**src/rtl/seven_seg_scanner_pkg.sv**
```systemverilog
// Shared segment encodings (active-low {g,f,e,d,c,b,a}) and display geometry for the scanner.
package seven_seg_scanner_pkg;
  localparam int NUM_DIGITS = 4;

  localparam logic [6:0] SEG_0   = 7'h40;
  localparam logic [6:0] SEG_1   = 7'h79;
  localparam logic [6:0] SEG_2   = 7'h24;
  localparam logic [6:0] SEG_3   = 7'h30;
  localparam logic [6:0] SEG_4   = 7'h19;
  localparam logic [6:0] SEG_5   = 7'h12;
  localparam logic [6:0] SEG_6   = 7'h02;
  localparam logic [6:0] SEG_7   = 7'h78;
  localparam logic [6:0] SEG_8   = 7'h00;
  localparam logic [6:0] SEG_9   = 7'h10;
  localparam logic [6:0] SEG_A   = 7'h08;
  localparam logic [6:0] SEG_B   = 7'h03;
  localparam logic [6:0] SEG_C   = 7'h46;
  localparam logic [6:0] SEG_D   = 7'h21;
  localparam logic [6:0] SEG_E   = 7'h06;
  localparam logic [6:0] SEG_F   = 7'h0E;
  localparam logic [6:0] SEG_OFF = 7'h7F;
endpackage

```
**src/rtl/seven_seg_scanner_if.sv**
```systemverilog
// Load/display bundle between the value source (master) and the scanner (slave).
interface seven_seg_scanner_if;
  logic [15:0] value;
  logic        load;
  logic [3:0]  dp_mask;
  logic        blank;
  logic [6:0]  seg_n;
  logic        dp_n;
  logic [3:0]  an_n;
  logic        load_ack;

  modport master (output value, load, dp_mask, blank,
                  input  seg_n, dp_n, an_n, load_ack);
  modport slave  (input  value, load, dp_mask, blank,
                  output seg_n, dp_n, an_n, load_ack);
endinterface

```
**src/rtl/seven_seg_scanner_hex_to_seg.sv**
```systemverilog
// Combinational nibble to active-low segment lookup; zero latency, no flow control.
module hex_to_seg
  import seven_seg_scanner_pkg::*;
(
  input  logic [3:0] nibble,
  output logic [6:0] seg_n
);

  always_comb begin
    seg_n = SEG_OFF;
    case (nibble)
      4'h0: seg_n = SEG_0;
      4'h1: seg_n = SEG_1;
      4'h2: seg_n = SEG_2;
      4'h3: seg_n = SEG_3;
      4'h4: seg_n = SEG_4;
      4'h5: seg_n = SEG_5;
      4'h6: seg_n = SEG_6;
      4'h7: seg_n = SEG_7;
      4'h8: seg_n = SEG_8;
      4'h9: seg_n = SEG_9;
      4'hA: seg_n = SEG_A;
      4'hB: seg_n = SEG_B;
      4'hC: seg_n = SEG_C;
      4'hD: seg_n = SEG_D;
      4'hE: seg_n = SEG_E;
      4'hF: seg_n = SEG_F;
      default: seg_n = SEG_OFF;
    endcase
  end

endmodule

```
**src/rtl/seven_seg_scanner.sv**
```systemverilog
// 4-digit multiplexed hex display with frame-boundary double buffering; pins lag digit/shown by one cycle.
// Loads are never refused (last load wins); SEVSEG_ZERO_BLANK_EN enables leading-zero suppression.
module seven_seg_scanner
  import seven_seg_scanner_pkg::*;
#(
  parameter int REFRESH_DIV = 50000,
  parameter int CNT_W       = 16
)
(
  input  logic               clock,
  input  logic               reset,
  seven_seg_scanner_if.slave bus
);

  logic [CNT_W-1:0]      prescaler;
  logic [1:0]            digit;
  logic [15:0]           shown;
  logic [15:0]           pending;
  logic                  pending_valid;
  logic                  tick;
  logic                  frame_end;
  logic [3:0]            nibble;
  logic [6:0]            seg_lut;
  logic                  suppress;
  logic [NUM_DIGITS-1:0] an_next;
  logic                  dp_next;
  logic [NUM_DIGITS-1:0] an_q;
  logic [6:0]            seg_q;
  logic                  dp_q;
  logic                  ack_q;

  assign tick      = (prescaler == CNT_W'(REFRESH_DIV - 1));
  assign frame_end = tick && (digit == 2'd3);
  assign nibble    = shown[{digit, 2'b00} +: 4];

  hex_to_seg u_hex_to_seg (
    .nibble (nibble),
    .seg_n  (seg_lut)
  );

  always_ff @(posedge clock or posedge reset) begin
    if (reset) begin
      prescaler <= '0;
      digit     <= 2'd0;
    end else begin
      prescaler <= tick ? '0 : prescaler + CNT_W'(1);
      if (tick) begin
        digit <= digit + 2'd1;
      end
    end
  end

  // Commit uses the pre-edge pending, so a load on the frame boundary waits a full frame.
  always_ff @(posedge clock or posedge reset) begin
    if (reset) begin
      shown         <= 16'h0000;
      pending       <= 16'h0000;
      pending_valid <= 1'b0;
      ack_q         <= 1'b0;
    end else begin
      ack_q <= 1'b0;
      if (frame_end && pending_valid) begin
        shown <= pending;
        ack_q <= 1'b1;
      end
      if (bus.load) begin
        pending       <= bus.value;
        pending_valid <= 1'b1;
      end else if (frame_end) begin
        pending_valid <= 1'b0;
      end
    end
  end

`ifdef SEVSEG_ZERO_BLANK_EN
  always_comb begin
    suppress = 1'b0;
    case (digit)
      2'd1:    suppress = (shown[15:4]  == 12'h000);
      2'd2:    suppress = (shown[15:8]  == 8'h00);
      2'd3:    suppress = (shown[15:12] == 4'h0);
      default: suppress = 1'b0;
    endcase
  end
`else
  assign suppress = 1'b0;
`endif

  always_comb begin
    an_next = ~(NUM_DIGITS'(1) << digit);
    dp_next = ~bus.dp_mask[digit];
    if (bus.blank || suppress) begin
      an_next = '1;
    end
    if (suppress) begin
      dp_next = 1'b1;
    end
  end

  always_ff @(posedge clock or posedge reset) begin
    if (reset) begin
      an_q  <= '1;
      seg_q <= SEG_OFF;
      dp_q  <= 1'b1;
    end else begin
      an_q  <= an_next;
      seg_q <= seg_lut;
      dp_q  <= dp_next;
    end
  end

  assign bus.an_n     = an_q;
  assign bus.seg_n    = seg_q;
  assign bus.dp_n     = dp_q;
  assign bus.load_ack = ack_q;

endmodule
```
**src/flat_wrapper.sv**
```systemverilog
// flat-port wrapper written by rule: the top's interface ports become plain ports
module seven_seg_scanner_flat import seven_seg_scanner_pkg::*;
#(
  parameter int REFRESH_DIV = 50000,
  parameter int CNT_W       = 16
)
  (clock, reset, bus_value, bus_load, bus_dp_mask, bus_blank, bus_seg_n, bus_dp_n, bus_an_n, bus_load_ack);
  seven_seg_scanner_if bus_i ();
  input  logic clock;
  input  logic reset;
  input wire logic [$bits(bus_i.value)-1:0] bus_value;
  input wire logic [$bits(bus_i.load)-1:0] bus_load;
  input wire logic [$bits(bus_i.dp_mask)-1:0] bus_dp_mask;
  input wire logic [$bits(bus_i.blank)-1:0] bus_blank;
  output wire logic [$bits(bus_i.seg_n)-1:0] bus_seg_n;
  output wire logic [$bits(bus_i.dp_n)-1:0] bus_dp_n;
  output wire logic [$bits(bus_i.an_n)-1:0] bus_an_n;
  output wire logic [$bits(bus_i.load_ack)-1:0] bus_load_ack;
  assign bus_i.value = bus_value;
  assign bus_i.load = bus_load;
  assign bus_i.dp_mask = bus_dp_mask;
  assign bus_i.blank = bus_blank;
  assign bus_seg_n = bus_i.seg_n;
  assign bus_dp_n = bus_i.dp_n;
  assign bus_an_n = bus_i.an_n;
  assign bus_load_ack = bus_i.load_ack;
  seven_seg_scanner #(.REFRESH_DIV(REFRESH_DIV), .CNT_W(CNT_W)) u_core (.clock(clock), .reset(reset), .bus(bus_i));
endmodule
```
**config.mk**
```make
export PLATFORM = sky130hd
export DESIGN_NAME = seven_seg_scanner_flat
export DESIGN_NICKNAME = d
export VERILOG_FILES = /design/src/rtl/seven_seg_scanner_pkg.sv /design/src/rtl/seven_seg_scanner_if.sv /design/src/rtl/seven_seg_scanner_hex_to_seg.sv /design/src/rtl/seven_seg_scanner.sv /design/src/flat_wrapper.sv
export SDC_FILE = /design/constraint.sdc
export NUM_CORES = 1
export LEC_CHECK = 0
export CAP_MARGIN = 40
export CORE_ASPECT_RATIO = 1.75
export CORE_MARGIN = 1.5
export CORE_UTILIZATION = 30
export CTS_BUF_LIST = sky130_fd_sc_hd__clkbuf_8
export DETAILED_ROUTE_END_ITERATION = 7
export PLACE_DENSITY_LB_ADDON = 0.3
export SETUP_SLACK_MARGIN = 0.3
export SLEW_MARGIN = 0
export SYNTH_ARGS = -nofsm -noshare
export SYNTH_HDL_FRONTEND = slang
export SYNTH_SLANG_ARGS = --single-unit
```
**constraint.sdc**
```tcl
create_clock -name clock -period 3.5 [get_ports clock]
set_clock_uncertainty 0.1 [all_clocks]
set_input_delay 0.525 -clock clock [delete_from_list [all_inputs] [get_ports clock]]
set_output_delay 0.525 -clock clock [all_outputs]
set_load 0.01 [all_outputs]
```
==> impl_metrics.json <==
{
  "num-nets-final": 288,
  "synth_flop_cell": "dfrtp_1",
  "portBuffers": 36,
  "synth-compound-area-share": 0.0352,
  "syn_area_um2": 2850,
  "grt_max_degree": 40,
  "power.total_mw": 1.48,
  "grt_usage": 0.114,
  "hold_viol_final": 0,
  "cap_violations": 0,
  "via_count": 1739,
  "fp.dieW_um": 76.6,
  "cts_sinks": 64,
  "worstPathMaxFanout": 17,
  "hold_class": "flip-flop to flip-flop",
  "synth_top_area_frac": 0.457,
  "post-cts-setup-buffers": 0,
  "post_cts_resize_count": 0,
  "rsz0062_at_grt": "false",
  "grt_pass1_wl_um": 8860,
  "drive_gt1_frac": 0.221,
  "htreeDepth": 3,
  "avgViaCountPerCell": 4.60,
  "cts_root_buf": "clkbuf_8",
  "synth-xor-area-share": 0.0400,
  "fp.dieH_um": 132,
  "p_leak_nw": 1.55,
  "avgSynthCellArea_um2": 13.5,
  "grt_pass1_vias": 1853,
  "slew_headroom": 0.413,
  "slew_violations": 0,
  "setup-tns-final_ps": 0,
  "hpwl_um": 3700,
  "rows": 46,
  "n_antenna_cell": 0,
  "async_flop_share": 1.00,
  "status": "finished clean",
  "synth-edff-count": 0,
  "startpoint_type": "flip-flop",
  "required_ps": 3630,
  "drc_errors": 0,
  "fmax_mhz": 398,
  "fin_crit_ps": 2510,
  "cts_tree": "done",
  "setup_violations": 0,
  "ys_seq_area_frac": 0.568,
  "arrival_ps": 2640,
  "synth.largest_area_cell": "dfrtp_1",
  "routedWlPerCell_um": 13.5,
  "vdd_ir_drop_max_mv": 0.174,
  "mostFrequentLayoutCell": "dfrtp_1",
  "synth_fa_ha_area_frac": 0.0484,
  "tightest_slew_ps": 877,
  "synth_nets": 246,
  "dp.cells": 362,
  "holdBufCountCts": 0,
  "ys_types": 36,
  "muxShareOfSynthArea": 0.178,
  "ant_nets": 0,
  "clk_latency_ps": 340,
  "final_cell_mix": "dfrtp_1, clkdlybuf4s50_1, mux2_2, mux2_1, dfstp_2",
  "wirelength_um": 5110,
  "gp_congestion": 0.830,
  "ys_warn_count": 0,
  "clk_pin_slew_ps": 70,
  "cts_made_buffers": 9,
  "crit_path_end_kind": "flip-flop",
  "synth_area_leaders": "dfrtp_1, dfstp_2, mux2_2",
  "first_pass_iters": 4,
  "initial_core_util": 0.311,
  "fin_crit_sh": 0.718,
  "power.density_nw_per_um2": 418,
  "io_pins": 37,
  "syn_inst": 211,
  "drt_iter0_drc": 48,
  "gr-total-overflow": 0,
  "area_delta_synth_final_pct": 24.4,
  "synth_top_family_by_area": "multiplexers",
  "ys_seq_elements": 64,
  "core_area_um2": 9150,
  "die-area_um2": 10100,
  "fill_cells": 873,
  "stdcell_count": 378,
  "synthSimpleGateAreaFrac": 0.103,
  "antenna_found_initial": 0,
  "ctsLongestPathBuffers": 2,
  "critPathKind": "flip-flop to flip-flop"
}
[worst paths after layout]
check                                     from                   to  slack [ps]  cells after the start
max                        u_core.prescaler[4]     u_core.shown[13]         990                      4
min                        u_core.prescaler[0]  u_core.prescaler[0]         360                      1
max reg2reg                u_core.prescaler[4]     u_core.shown[13]         990                      4
min reg2reg                u_core.prescaler[0]  u_core.prescaler[0]         360                      1
max in group asynchronous                reset   u_core.bus.an_n[0]        2160                      3
min in group asynchronous                reset    u_core.pending[6]         460                      2
[metal layers]
metal / GRT usage / part of all wire / vias up
met1: 0.120 / 0.39 / 875
met4: 0.0772 / 0.030 / 0
met5: 0 / 0 / -
met3: 0.0332 / 0.033 / 11
li1: - / - / 813
met2: 0.195 / 0.55 / 40
[report_power, final]
| part | switching, mW | leakage, nW | total, mW | internal [mW] |
|---|---|---|---|---|
| clock network | 0.276 | 0.112 | 0.636 | 0.360 |
| logic | 0.0275 | 0.641 | 0.0722 | 0.0447 |
| registers | 0.0107 | 0.796 | 0.772 | 0.761 |
| total | 0.314 | 1.55 | 1.48 | 1.17 |
[layout make-up]
cell class	instances	area (um^2)	area share
clock inverter	5	47.5	0.0134
multi-input combinational	130	1150	0.325
clock buffer	11	151	0.0427
timing repair buffer	38	388	0.110
tap	120	150	0.0424
sequential	64	1620	0.456
inverter	10	37.5	0.0106
[Yosys cell counts (all sizes together) (4+ instances only)]
cell,count
nand2b,6
inv,10
xnor2,4
nor2,10
ha,11
dfstp,12
xor2,9
dfrtp,52
nand3,5
mux2,34
clkbuf,5
nand2,10
mux4,5
o21ai,4
[critical path: stages, from the launching register on]
cell and delay (ps):
dfrtp_1 400, or4b_4 560, nor4_4 240, and3_1 680, mux2_2 400
[registers in the layout (all words and copies together) (netlist names)]
| register | count |
|---|---|
| u_core.bus.load_ack | 1 |
| u_core.bus.dp_n | 1 |
| u_core.digit | 2 |
| u_core.pending_valid | 1 |
| u_core.pending | 16 |
| u_core.prescaler | 16 |
| u_core.bus.seg_n | 7 |
| u_core.bus.an_n | 4 |
| u_core.shown | 16 |
[per-stage QoR]
stage               area, um^2  setup WS (ps)  hold WS (ps)   util
floorplan                 2850           1300           324      -
global placement          3340           1030           339  0.365
detailed placement        3340            973           344  0.365
CTS                       3540            960           360  0.387
global route              3540            881           395  0.387
finish                    3540            988           360  0.387
[kinds of logic (layout without fill, tap and decap cells)]
group | after synthesis | after routing
muxes | 40 | 40
xor gates and xnor gates | 13 | 13
AOI/OAI and AO/OA | 15 | 15
adders and majority gates | 11 | 11
and+or+nand+nor | 51 | 51
buffers and inverters | 17 | 64
DFF | 64 | 64
Note: power is estimated with default switching activity, not from simulation.
==> variant, RTL diff (same settings) <==
Add a define of `SEVSEG_ZERO_BLANK_EN`.
--- a/src/rtl/seven_seg_scanner.sv
+++ b/src/rtl/seven_seg_scanner.sv
@@ -2,2 +2,4 @@
 // Loads are never refused (last load wins); SEVSEG_ZERO_BLANK_EN enables leading-zero suppression.
+`define SEVSEG_ZERO_BLANK_EN
+
 module seven_seg_scanner
Check against the original RTL: no difference found for any inputs over 10 cycles, from zero or initial values and one cycle with reset high; that may be too few to reach the edited logic, so the function may still have changed.
==> variant against the unedited design <==
Design area rose by 2.4%; via count up 7.1%; critical path depth rose by 1; wire length increased by 9.5%; synthesized area up 5.4%; synthesized cell count up 8.5%; power shrank 6.0%; worst setup slack better by 0.18 ns; maximum frequency up 7.6%; sequential cell count did not move; critical path type unchanged; largest power group unchanged.
==> variant: results (changes against the unedited design) <==
Status: finished, final reports clean (unchanged)
Vias in the first global route: 2015 (was 1853)
Fin cells: 398 (was 378)
Adder-cell share of the synthesized area: 5.00% (was 4.84%)
Commonest cells post-synth: 52 x dfrtp_1, 24 x mux2_2, 13 x nor2_1 (was 52 x dfrtp_1, 21 x mux2_2, 13 x mux2_1)
DP HPWL: 4160 um (was 3700 um)
Slew margin rel.: 47.3% (was 41.3%)
Worst VDD drop: 0.180 mV (was 0.174 mV)
First-pass GRT wire length: 9620 um (was 8860 um)
Routed wl met3: 183 um (was 166 um)
Placer Congestion: 0.841 (was 0.830)
Iter 0 DRT Violations: 57 (was 48)
Post-layout util: 37.1% (was 38.7%)
Sequential area share after synthesis: 53.9% (was 56.8%)
Max incr delay on CP: 0.50 ns (was 0.68 ns)
Wl on met1: 2110 um (was 2000 um)
# fillers: 946 (was 873)
WL per Instance: 14.0 um (was 13.5 um)
Synth Area in Compound Gates: 4.42% (was 3.52%)
RR Startpoint: u_core.prescaler[0] (was u_core.prescaler[4])
Post-synthesis mux area share: 17.8% (about the same)
Met2 routed WL: 3190 um (was 2790 um)
Met1 usage: 12.3% (was 12.0%)
CP Max Fanout: 16 (was 17)
CP Data Arrival Time: 2.45 ns (was 2.64 ns)
Largest net degree at the start of global routing: 65 (was 40)
Switching Power: 302 uW (was 314 uW)
GRT met3 Usage: 3.84% (was 3.32%)
Met2 usage in global routing: 21.8% (was 19.5%)
Post-Synth XOR/XNOR Area: 4.09% (was 4.00%)
Vias per std cell: 4.68 (was 4.60)
Fraction of layout cells with a size suffix above 1: 24.5% (was 22.1%)
Tot GR Track Use: 12.2% (was 11.4%)
Comb pwr: 70.1 uW (was 72.2 uW)
Synth top area cells: dfrtp_1 43%, dfstp_2 11%, mux2_2 9.0% (was dfrtp_1 46%, dfstp_2 11%, mux2_2 8.3%)
Cell Pwr Density: 383 nW/um2 (was 418 nW/um2)
Placed Cells incl. Taps: 382 (was 362)
Slowest-stage cell, CP: and4_1 (was and3_1)
Cell count after synthesis: 229 (was 211)
DP Area: 3460 um2 (was 3340 um2)
Post-CTS setup buffers: 0 (unchanged)
Pre-CTS setup slack: 1.16 ns (was 0.973 ns)
Leakage: 1.53 nW (was 1.55 nW)
Mapped Nets: 265 (was 246)
Yosys cell types: 39 (was 36)
[variant: area by class of cell]
| type | count | share of cell area, % |
|---|---|---|
| Clock buffer | 11 | 4.17 |
| Clock inverter | 5 | 0.552 |
| Inverter | 8 | 0.828 |
| Multi-Input combinational cell | 148 | 35.4 |
| Sequential cell | 64 | 44.6 |
| Tap cell | 125 | 4.31 |
| Timing Repair Buffer | 37 | 10.1 |
[variant: path summary, 6_finish.rpt]
path	end	slack (ns)	cells past startpoint
worst max-delay path	u_core.shown[15]	1.17	5
worst min-delay path	u_core.prescaler[0]	0.39	1
worst max register to register	u_core.shown[15]	1.17	5
worst min register to register	u_core.prescaler[0]	0.39	1
max in group asynchronous	u_core.pending[5]	2.14	3
min in group asynchronous	u_core.bus.load_ack	0.63	3
[variant: worst register-to-register path, stage by stage (launching register included)]
cell and delay [ns]:
dfrtp_1 0.39, ha_1 0.23, and4_1 0.18, and4_1 0.50
and3_4 0.45, mux2_2 0.37
